[src/rtl/store_buffer.sv]
// store_buffer: posted-write buffer between the MEM stage and a multi-cycle data memory.
//
// Stores retire into a small circular FIFO in one cycle and drain to memory over a
// req/ack handshake. Loads that hit a buffered word are forwarded from the youngest
// matching entry with no stall. Loads that miss stall the pipeline until memory returns data.
//
// Ports:
//   clk, rst             system clock; synchronous active-high reset
//   mem_read, mem_write  load / store in the MEM stage (both set counts as a store)
//   addr, wdata          byte address and store data from EX_MEM
//   rdata                load data to MEM_WB (valid when mem_read=1 and stall=0)
//   stall                hold PC, IF_ID, ID_EX, EX_MEM, MEM_WB this cycle
//   dm_req/we/addr/wdata memory request, held stable until dm_ack
//   dm_ack, dm_rdata     memory completion and read data
//   sb_count             number of occupied entries
module store_buffer #(
    parameter int unsigned DEPTH = 4,
    parameter int unsigned AW    = 32
) (
    input  logic                   clk,
    input  logic                   rst,
    input  logic                   mem_read,
    input  logic                   mem_write,
    input  logic [AW-1:0]          addr,
    input  logic [31:0]            wdata,
    output logic [31:0]            rdata,
    output logic                   stall,
    output logic                   dm_req,
    output logic                   dm_we,
    output logic [AW-1:0]          dm_addr,
    output logic [31:0]            dm_wdata,
    input  logic                   dm_ack,
    input  logic [31:0]            dm_rdata,
    output logic [$clog2(DEPTH):0] sb_count
);
    localparam int unsigned PW = $clog2(DEPTH);

    typedef enum logic [1:0] {StIdle, StWrite, StRead, StLdone} state_e;

    state_e            state_q, state_d;
    logic [AW-1:0]     ent_addr_q [DEPTH];
    logic [AW-1:0]     ent_addr_d [DEPTH];
    logic [31:0]       ent_data_q [DEPTH];
    logic [31:0]       ent_data_d [DEPTH];
    logic [DEPTH-1:0]  valid_q, valid_d;
    logic [PW-1:0]     head_q, head_d, tail_q, tail_d;
    logic [PW:0]       count_q, count_d;
    logic              dm_req_q, dm_req_d;
    logic              dm_we_q, dm_we_d;
    logic [AW-1:0]     dm_addr_q, dm_addr_d;
    logic [31:0]       dm_wdata_q, dm_wdata_d;
    logic [31:0]       ld_data_q, ld_data_d;

    logic              ld, full, empty, enq, pop, hit;
    logic [31:0]       hit_data;
    logic [PW-1:0]     idx;

    // Walk entries oldest to youngest so the last match (youngest) wins.
    always_comb begin
        hit      = 1'b0;
        hit_data = '0;
        idx      = '0;
        for (int unsigned i = 0; i < DEPTH; i++) begin
            idx = head_q + PW'(i);
            if (valid_q[idx] && (ent_addr_q[idx][AW-1:2] == addr[AW-1:2])) begin
                hit      = 1'b1;
                hit_data = ent_data_q[idx];
            end
        end
    end

    always_comb begin
        ld    = mem_read & ~mem_write;
        full  = (count_q == (PW+1)'(DEPTH));
        empty = (count_q == '0);
        // A slot freed by this cycle's ack is not usable until the next cycle.
        enq   = mem_write & ~full;
        pop   = (state_q == StWrite) & dm_ack;
        stall = (mem_write & full) | (ld & ~hit & (state_q != StLdone));
        rdata = (state_q == StLdone) ? ld_data_q : hit_data;
    end

    // FIFO storage update
    always_comb begin
        ent_addr_d = ent_addr_q;
        ent_data_d = ent_data_q;
        valid_d    = valid_q;
        head_d     = head_q;
        tail_d     = tail_q;
        if (pop) begin
            valid_d[head_q] = 1'b0;
            head_d          = head_q + PW'(1);
        end
        if (enq) begin
            valid_d[tail_q]    = 1'b1;
            ent_addr_d[tail_q] = addr;
            ent_data_d[tail_q] = wdata;
            tail_d             = tail_q + PW'(1);
        end
        count_d = count_q + (PW+1)'(enq) - (PW+1)'(pop);
    end

    // Memory-port FSM; loads take priority over draining when idle.
    always_comb begin
        state_d    = state_q;
        dm_req_d   = dm_req_q;
        dm_we_d    = dm_we_q;
        dm_addr_d  = dm_addr_q;
        dm_wdata_d = dm_wdata_q;
        ld_data_d  = ld_data_q;
        unique case (state_q)
            StIdle: begin
                if (ld && !hit) begin
                    state_d   = StRead;
                    dm_req_d  = 1'b1;
                    dm_we_d   = 1'b0;
                    dm_addr_d = addr;
                end else if (!empty) begin
                    state_d    = StWrite;
                    dm_req_d   = 1'b1;
                    dm_we_d    = 1'b1;
                    dm_addr_d  = ent_addr_q[head_q];
                    dm_wdata_d = ent_data_q[head_q];
                end
            end
            StWrite: begin
                if (dm_ack) begin
                    dm_req_d = 1'b0;
                    state_d  = StIdle;
                end
            end
            StRead: begin
                if (dm_ack) begin
                    dm_req_d  = 1'b0;
                    ld_data_d = dm_rdata;
                    state_d   = StLdone;
                end
            end
            StLdone: state_d = StIdle;
            default: state_d = StIdle;
        endcase
    end

    always_ff @(posedge clk) begin
        if (rst) begin
            state_q    <= StIdle;
            valid_q    <= '0;
            head_q     <= '0;
            tail_q     <= '0;
            count_q    <= '0;
            dm_req_q   <= 1'b0;
            dm_we_q    <= 1'b0;
            dm_addr_q  <= '0;
            dm_wdata_q <= '0;
            ld_data_q  <= '0;
            for (int unsigned i = 0; i < DEPTH; i++) begin
                ent_addr_q[i] <= '0;
                ent_data_q[i] <= '0;
            end
        end else begin
            state_q    <= state_d;
            valid_q    <= valid_d;
            head_q     <= head_d;
            tail_q     <= tail_d;
            count_q    <= count_d;
            dm_req_q   <= dm_req_d;
            dm_we_q    <= dm_we_d;
            dm_addr_q  <= dm_addr_d;
            dm_wdata_q <= dm_wdata_d;
            ld_data_q  <= ld_data_d;
            ent_addr_q <= ent_addr_d;
            ent_data_q <= ent_data_d;
        end
    end

    assign dm_req   = dm_req_q;
    assign dm_we    = dm_we_q;
    assign dm_addr  = dm_addr_q;
    assign dm_wdata = dm_wdata_q;
    assign sb_count = count_q;

endmodule

[config.mk]
export PLATFORM = sky130hd
export DESIGN_NAME = store_buffer
export DESIGN_NICKNAME = d
export VERILOG_FILES = /design/src/rtl/store_buffer.sv
export SDC_FILE = /design/constraint.sdc
export NUM_CORES = 1
export LEC_CHECK = 0
export CORE_ASPECT_RATIO = 0.6
export CORE_MARGIN = 2
export CORE_UTILIZATION = 53
export CTS_CLUSTER_SIZE = 24
export DETAILED_ROUTE_END_ITERATION = 7
export PLACE_DENSITY = 0.77
export REMOVE_ABC_BUFFERS = 1
export SLEW_MARGIN = 0
export SYNTH_ARGS = -nofsm -noshare
export SYNTH_HDL_FRONTEND = slang
export SYNTH_SLANG_ARGS = --single-unit
[constraint.sdc]
create_clock -name clk -period 5.8 [get_ports clk]
set_input_delay 1.16 -clock clk [delete_from_list [all_inputs] [get_ports clk]]
set_output_delay 1.16 -clock clk [all_outputs]
set_load 0.005 [all_outputs]
# == After elaboration in Yosys (flattened, before gate mapping) ==
# Index checks and enable logic that the tools add are counted.
# classes
n_bitwise,20
order_cmp,13
muxes,63
n_eq_ne,14
n_addsub,6
n_reduce_logical,18
# op_table
op,n
$mux W32,24
$bmux W32 S2,8
$bwmux W128,2
$eq A30 B30 Y1,4
$demux W32 S2,1
$ge A3 B3 Y1 const B,5
$lt A2 B3 Y1 const B,5
$not A2 Y3,5
$mux W1,14
$reduce_and A3 Y1,3
$bmux W1 S2,4
$logic_and A1 B1 Y1,8
$mux W2,4
$mux W4,2
$pmux W2 S4,1
$and A1 B1 Y1,6
$ne A2 B2 Y1 const B,3
$not A1 Y1,5
$add A2 B1 Y2 const B,2
$add A2 B2 Y2 const B,2
$and A4 B4 Y4,1
$demux W1 S2,2
$eq A2 B2 Y1 const B,2
$ge A2 B1 Y1 const B,2
17 further kinds,19
# totals
inputBits,101
word_cells,152
regBits,367
out_inout_bits,102

# == Depth between registers and ports, before layout ==
# depth
ltp_word,14
mapped_depth,22
ltp_nobuf,11

# == Worst setup path after synthesis ==
# No wires, ideal clock.
# synth_path
path_kind,reg-to-output
from,register head_q[0]
to,output port rdata[30]
arrival_ns,4.678
path_stages_with_launch,20
slack_ns,-0.038
required_ns,4.640
n_path_buf,12
cell_sequence,dfxtp_1 -> buf_6 -> buf_6 -> buf_6 -> buf_6 -> buf_2 -> buf_2 -> buf_2 -> buf_1 -> inv_1 -> ha_1 -> buf_4 -> clkbuf_1 -> clkbuf_1 -> clkbuf_1 -> mux4_2 -> inv_1 -> o31ai_1 -> o221ai_1 -> nand3_1
# synth_between
elab_cells_between_ends,52
cone_classes,3 x add/sub; 4 x eq/ne; 37 x mux; 4 x bitwise; 4 x reduce/logical
# synth_rtl
item,line_no,text
start: declaration,46,"logic [PW-1:0] head_q, head_d, tail_q, tail_d;"
start signal: assignment,148,head_q <= '0;
start signal: assignment,163,head_q <= head_d;
$add A2 B2 Y2 (*),64,idx = head_q + PW'(i);
net idx[0],56,logic [PW-1:0] idx;
$not A2 Y3 (implied by the code),"65, 67",
$bmux W32 S2,65,if (valid_q[idx] && (ent_addr_q[idx][AW-1:2] == addr[AW-1:2])) begin
$mux W32 (implied by the code) (2 in a row),65,
$eq A30 B30 Y1,65,
$logic_and A1 B1 Y1,65,
$mux W32 (*),65,
$mux W32 (*),80,rdata = (state_q == StLdone) ? ld_data_q : hit_data;
end: declaration,26,"output logic [31:0] rdata,"
# The timed path passes the listed nets; every way through them passes the cells marked *. The select of a mux whose other input is x is not followed.

# == Worst setup path in the final report ==
# layout_path
from,register head_q[0]
to,output port rdata[3]
# Same word-level chain as after synthesis.

==> results by group <==
Finish
  – Relative area change from synthesis to final layout: 17.93%
  – # fillers: between 3,000 and 4,000
  – Fin area: 27,330 um^2
  – Fraction of final layout cells sized beyond drive strength 1: around 15%
  – Post-layout nets: 2,966
  – Area of the multi-input gates: ~15,000 um^2
  – Final non-filler cell total: 3,457
  – Flip-flop and latch area: approximately 7400 um^2

Timing
  – Slew at the pin closest to its max-slew limit: 1.333 ns
  – Final worst path period need: 5.702 ns
  – Share of the cycle needed by the critical path after routing: 98.31%
  – Clock Skews: around 0.016 ns
  – Setup repair after global routing missed its margin: no
  – Worst rel slew slack: between 10% and 20%
  – Count of pins over their slew limit: 0
  – Final Worst Setup Slack: 0.09805 ns
  – Total setup violations reported at the end of the flow: 0
  – Highest achievable clock rate: approximately 0.18 GHz
  – Number of hold violations in the final report: 0

Pwr
  – Int Pwr: 5.751 mW
  – Sequential share of power: a little over a third
  – Psw: 3.265 mW
  – Ratio of total power to cell area: around 330 nW/um^2
  – Fraction of power spent switching nets: a little over a third
  – Clock network fraction of design power: 28.8%
  – Total power draw: 9.016 mW
  – Static Leak: 8.950 nW
  – Maximum VDD drop: 0.0002663 V
  – Combinational share of power: ~37%

Worst hold path
  – Worst hold path stage count: 2
  – Hold Crit Class: flip-flop to flip-flop

Yosys
  – Synth Instances: 2,761
  – Biggest area consumer among synthesized cells: dfxtp_1
  – Number of synthesized register bits: ~370
  – Main synth FF type: dfxtp_1
  – Yosys warnings: 0
  – Post-synthesis async set-or-reset flop share: 0%
  – Cell with the most instances after synthesis: nand2_1
  – Summed instance area of the synthesized netlist: 23,180 um^2
  – Cell variety after synth: 73
  – Number of enable flip-flop cells after synthesis: 0
  – Top cell type's share of synthesized area: a little under a third
  – Most numerous cell types in the synthesized netlist: 709 x nand2_1, 367 x dfxtp_1, 309 x a21oi_1
  – Top cells by area, synth: dfxtp_1 32%, mux4_2 14%, nand2_1 11%
  – Synthesized area per cell: 8.394 um^2
  – Share of the yosys chip area belonging to registers: between 30% and 40%

Global route
  – Global-route wire length before repair: ~130,000 um
  – Global-route congestion overflow total: 0
  – Number of global-route vias before repair: around 22,000
  – Number of antenna violations at the first check in global routing: 5
  – All-layer global routing usage: between 30% and 40%
  – Pin count of the biggest net entering global routing: 167

Worst setup path
  – Required time worst endpoint: approximately 4.6 ns
  – CP Data Arrival Time: 4.54 ns
  – Kind of capture point of the worst setup path: primary output
  – Worst setup SP type: flip-flop
  – Worst setup slack for register-to-register paths: about 0.65 ns
  – Class of the most critical setup path: flip-flop to primary output
  – Worst Reg-to-Reg Cells: 14
  – CP max FO: 32

Floorplanning
  – Standard cell core area: 43,260 um^2
  – Floorplan die area: 45,470 um^2
  – Boundary Pins: 203
  – Die extent in x: 274.0 um
  – Floorplan row count: 59
  – Height of the die: ~170 um
  – Initial cell density of the core: 53.57%

Route
  – Per-cell routed wire length: 24.26 um
  – Number of nets with antenna violations after routing: 0
  – Total number of vias: 22,879
  – First drt pass iteration count: 8
  – Final wirelength: 83,850 um
  – Iteration-0 DRC Markers: between 3,000 and 4,000
  – Detailed-route DRC error count: 5
  – Vias per inst: 6.618

Clock network
  – Maximum root-to-sink buffer count: 3
  – Clock insertion delay at the later pin of the skew report: between 0.5 and 0.6 ns
  – Htree depth: 2
  – Clock tree from TritonCTS: done
  – Number of sinks on the clock net: 367
  – Clock transition at path regs: 0.06 ns
  – Root cell of the clock tree: clkbuf_16
  – TritonCTS buffer count: 38

Place
  – Half-perimeter wire length after placement: between 50,000 and 60,000 um
  – # placed instances: 3,377
  – Port bufs: around 200
  – Area after detailed placement: 25,770 um^2
  – Post-placement setup slack: -0.0007727 ns
  – Weighted congestion reported at the end of routability-driven placement: about 1.1

Status
  – Run status: complete, but fails checks
  – Violated checks: design-rule violations

Job
  – Max-cap violations: 0
[layout by cell type, fill, tap and decap left out, drive strengths merged, types with 5 or more instances in the layout]
cell	count
o21ai	76
ha	14
clkinv	8
mux4	139
o31ai	32
buf	116
bufinv	5
a2111oi	32
nor4	10
o22ai	10
a211oi	73
clkdlybuf4s50	198
inv	61
and2	10
or3b	32
nor2	78
o221ai	34
or3	7
mux2i	109
nor2b	38
nand4	18
nand2	709
xor2	18
nand3	44
dfxtp	367
a21oi	310
clkbuf	51
xnor2	81
a221oi	6
nor3	35
mux2	83
o211ai	6
[kinds of logic (layout without fill, tap and decap cells)]
logic type	Yosys count	count (layout)	share of synthesized area [%]
buffers and inverters	331	444	6.133
adders and majority gates	15	15	0.8422
DFF	367	367	31.70
and+or+nand+nor	993	993	18.50
muxes	331	331	22.25
xor gates and xnor gates	99	99	3.741
AOI/OAI and AO/OA	625	625	16.84
other	0	4	0
[worst max-delay path, cell delays in order, from the launching register on]
cell and delay [ns]:
dfxtp_4 0.42, inv_1 0.10, ha_4 0.33, buf_4 0.16, buf_8 0.19, mux4_2 0.33
xnor2_1 0.16, buf_4 0.18, o2111ai_1 0.16, nor4_2 0.40, and4_1 0.30, buf_12 0.25
a211oi_1 0.11, o221ai_1 0.19, nand3_1 0.21, clkdlybuf4s50_1 0.51
[power by group through the flow]
stage | clock, mW | combinational (mW) | sequential [mW]
2_1_floorplan | 0 | 1.87 | 3.25
5_1_grt | 2.73 | 3.47 | 3.16
3_3_place_gp | 0 | 3.04 | 3.14
3_5_place_dp | 0 | 3.11 | 3.17
4_1_cts | 2.62 | 3.19 | 3.11
6_report | 2.60 | 3.29 | 3.13
[path summary, 6_finish.rpt]
| path | startpoint | end |
|---|---|---|
| worst min register to register | ent_addr_q[1]$_SDFFE_PP0P_ | ent_addr_q[1]$_SDFFE_PP0P_ |
| worst max-delay path | head_q[0]$_SDFFE_PP0P_ | rdata[3] |
| worst max register to register | head_q[0]$_SDFFE_PP0P_ | dm_addr[2]$_SDFFE_PP0P_ |
| worst min-delay path | ent_addr_q[1]$_SDFFE_PP0P_ | ent_addr_q[1]$_SDFFE_PP0P_ |
[through the flow]
step	setup TNS (ns)	hold slack (ns)	utilization (%)
2_1_floorplan	-1214.01	0.4271	-
3_3_place_gp	0	0.4392	59.57
3_5_place_dp	-0.0007727	0.4462	59.57
4_1_cts	0	0.4541	62.85
5_1_grt	0	0.4711	63.17
6_report	0	0.4546	63.18
[what timing repair did]
| item | 4_1_cts | 5_1_grt |
|---|---|---|
| setup buffers | 6 | 4 |
| pin swaps | 2 | 4 |
| endpoints found under the setup margin | 33 | 33 |
| gates cloned | 1 | 1 |
| resized for setup | 7 | 16 |
| hold buffers | 0 | 0 |
[per-layer routing]
metal	GRT usage [%]	wire [um]	part of all wire, %
met1	49.87	33520	40
met2	52.21	35320	42
met3	10.97	11860	14
met4	13.40	3105	3.7
met5	0	51	0.061
[layout make-up]
| class | instances | area share (%) |
|---|---|---|
| clock inverter | 14 | 0.7370 |
| inverter | 61 | 0.8377 |
| timing repair buffer | 319 | 11.68 |
| tap | 579 | 2.650 |
| sequential | 367 | 26.91 |
| antenna | 4 | 0.03662 |
| clock buffer | 50 | 3.946 |
| multi-input combinational | 2063 | 53.21 |
[state kept, by name, indices dropped and copies added (netlist names)]
| register | count |
|---|---|
| dm_wdata | 32 |
| head_q | 2 |
| sb_count | 3 |
| valid_q | 4 |
| state_q | 2 |
| ld_data_q | 32 |
| ent_addr_q | 128 |
| dm_req | 1 |
| tail_q | 2 |
| dm_addr | 32 |
| dm_we | 1 |
| ent_data_q | 128 |
(Power assumes the default switching activity.)
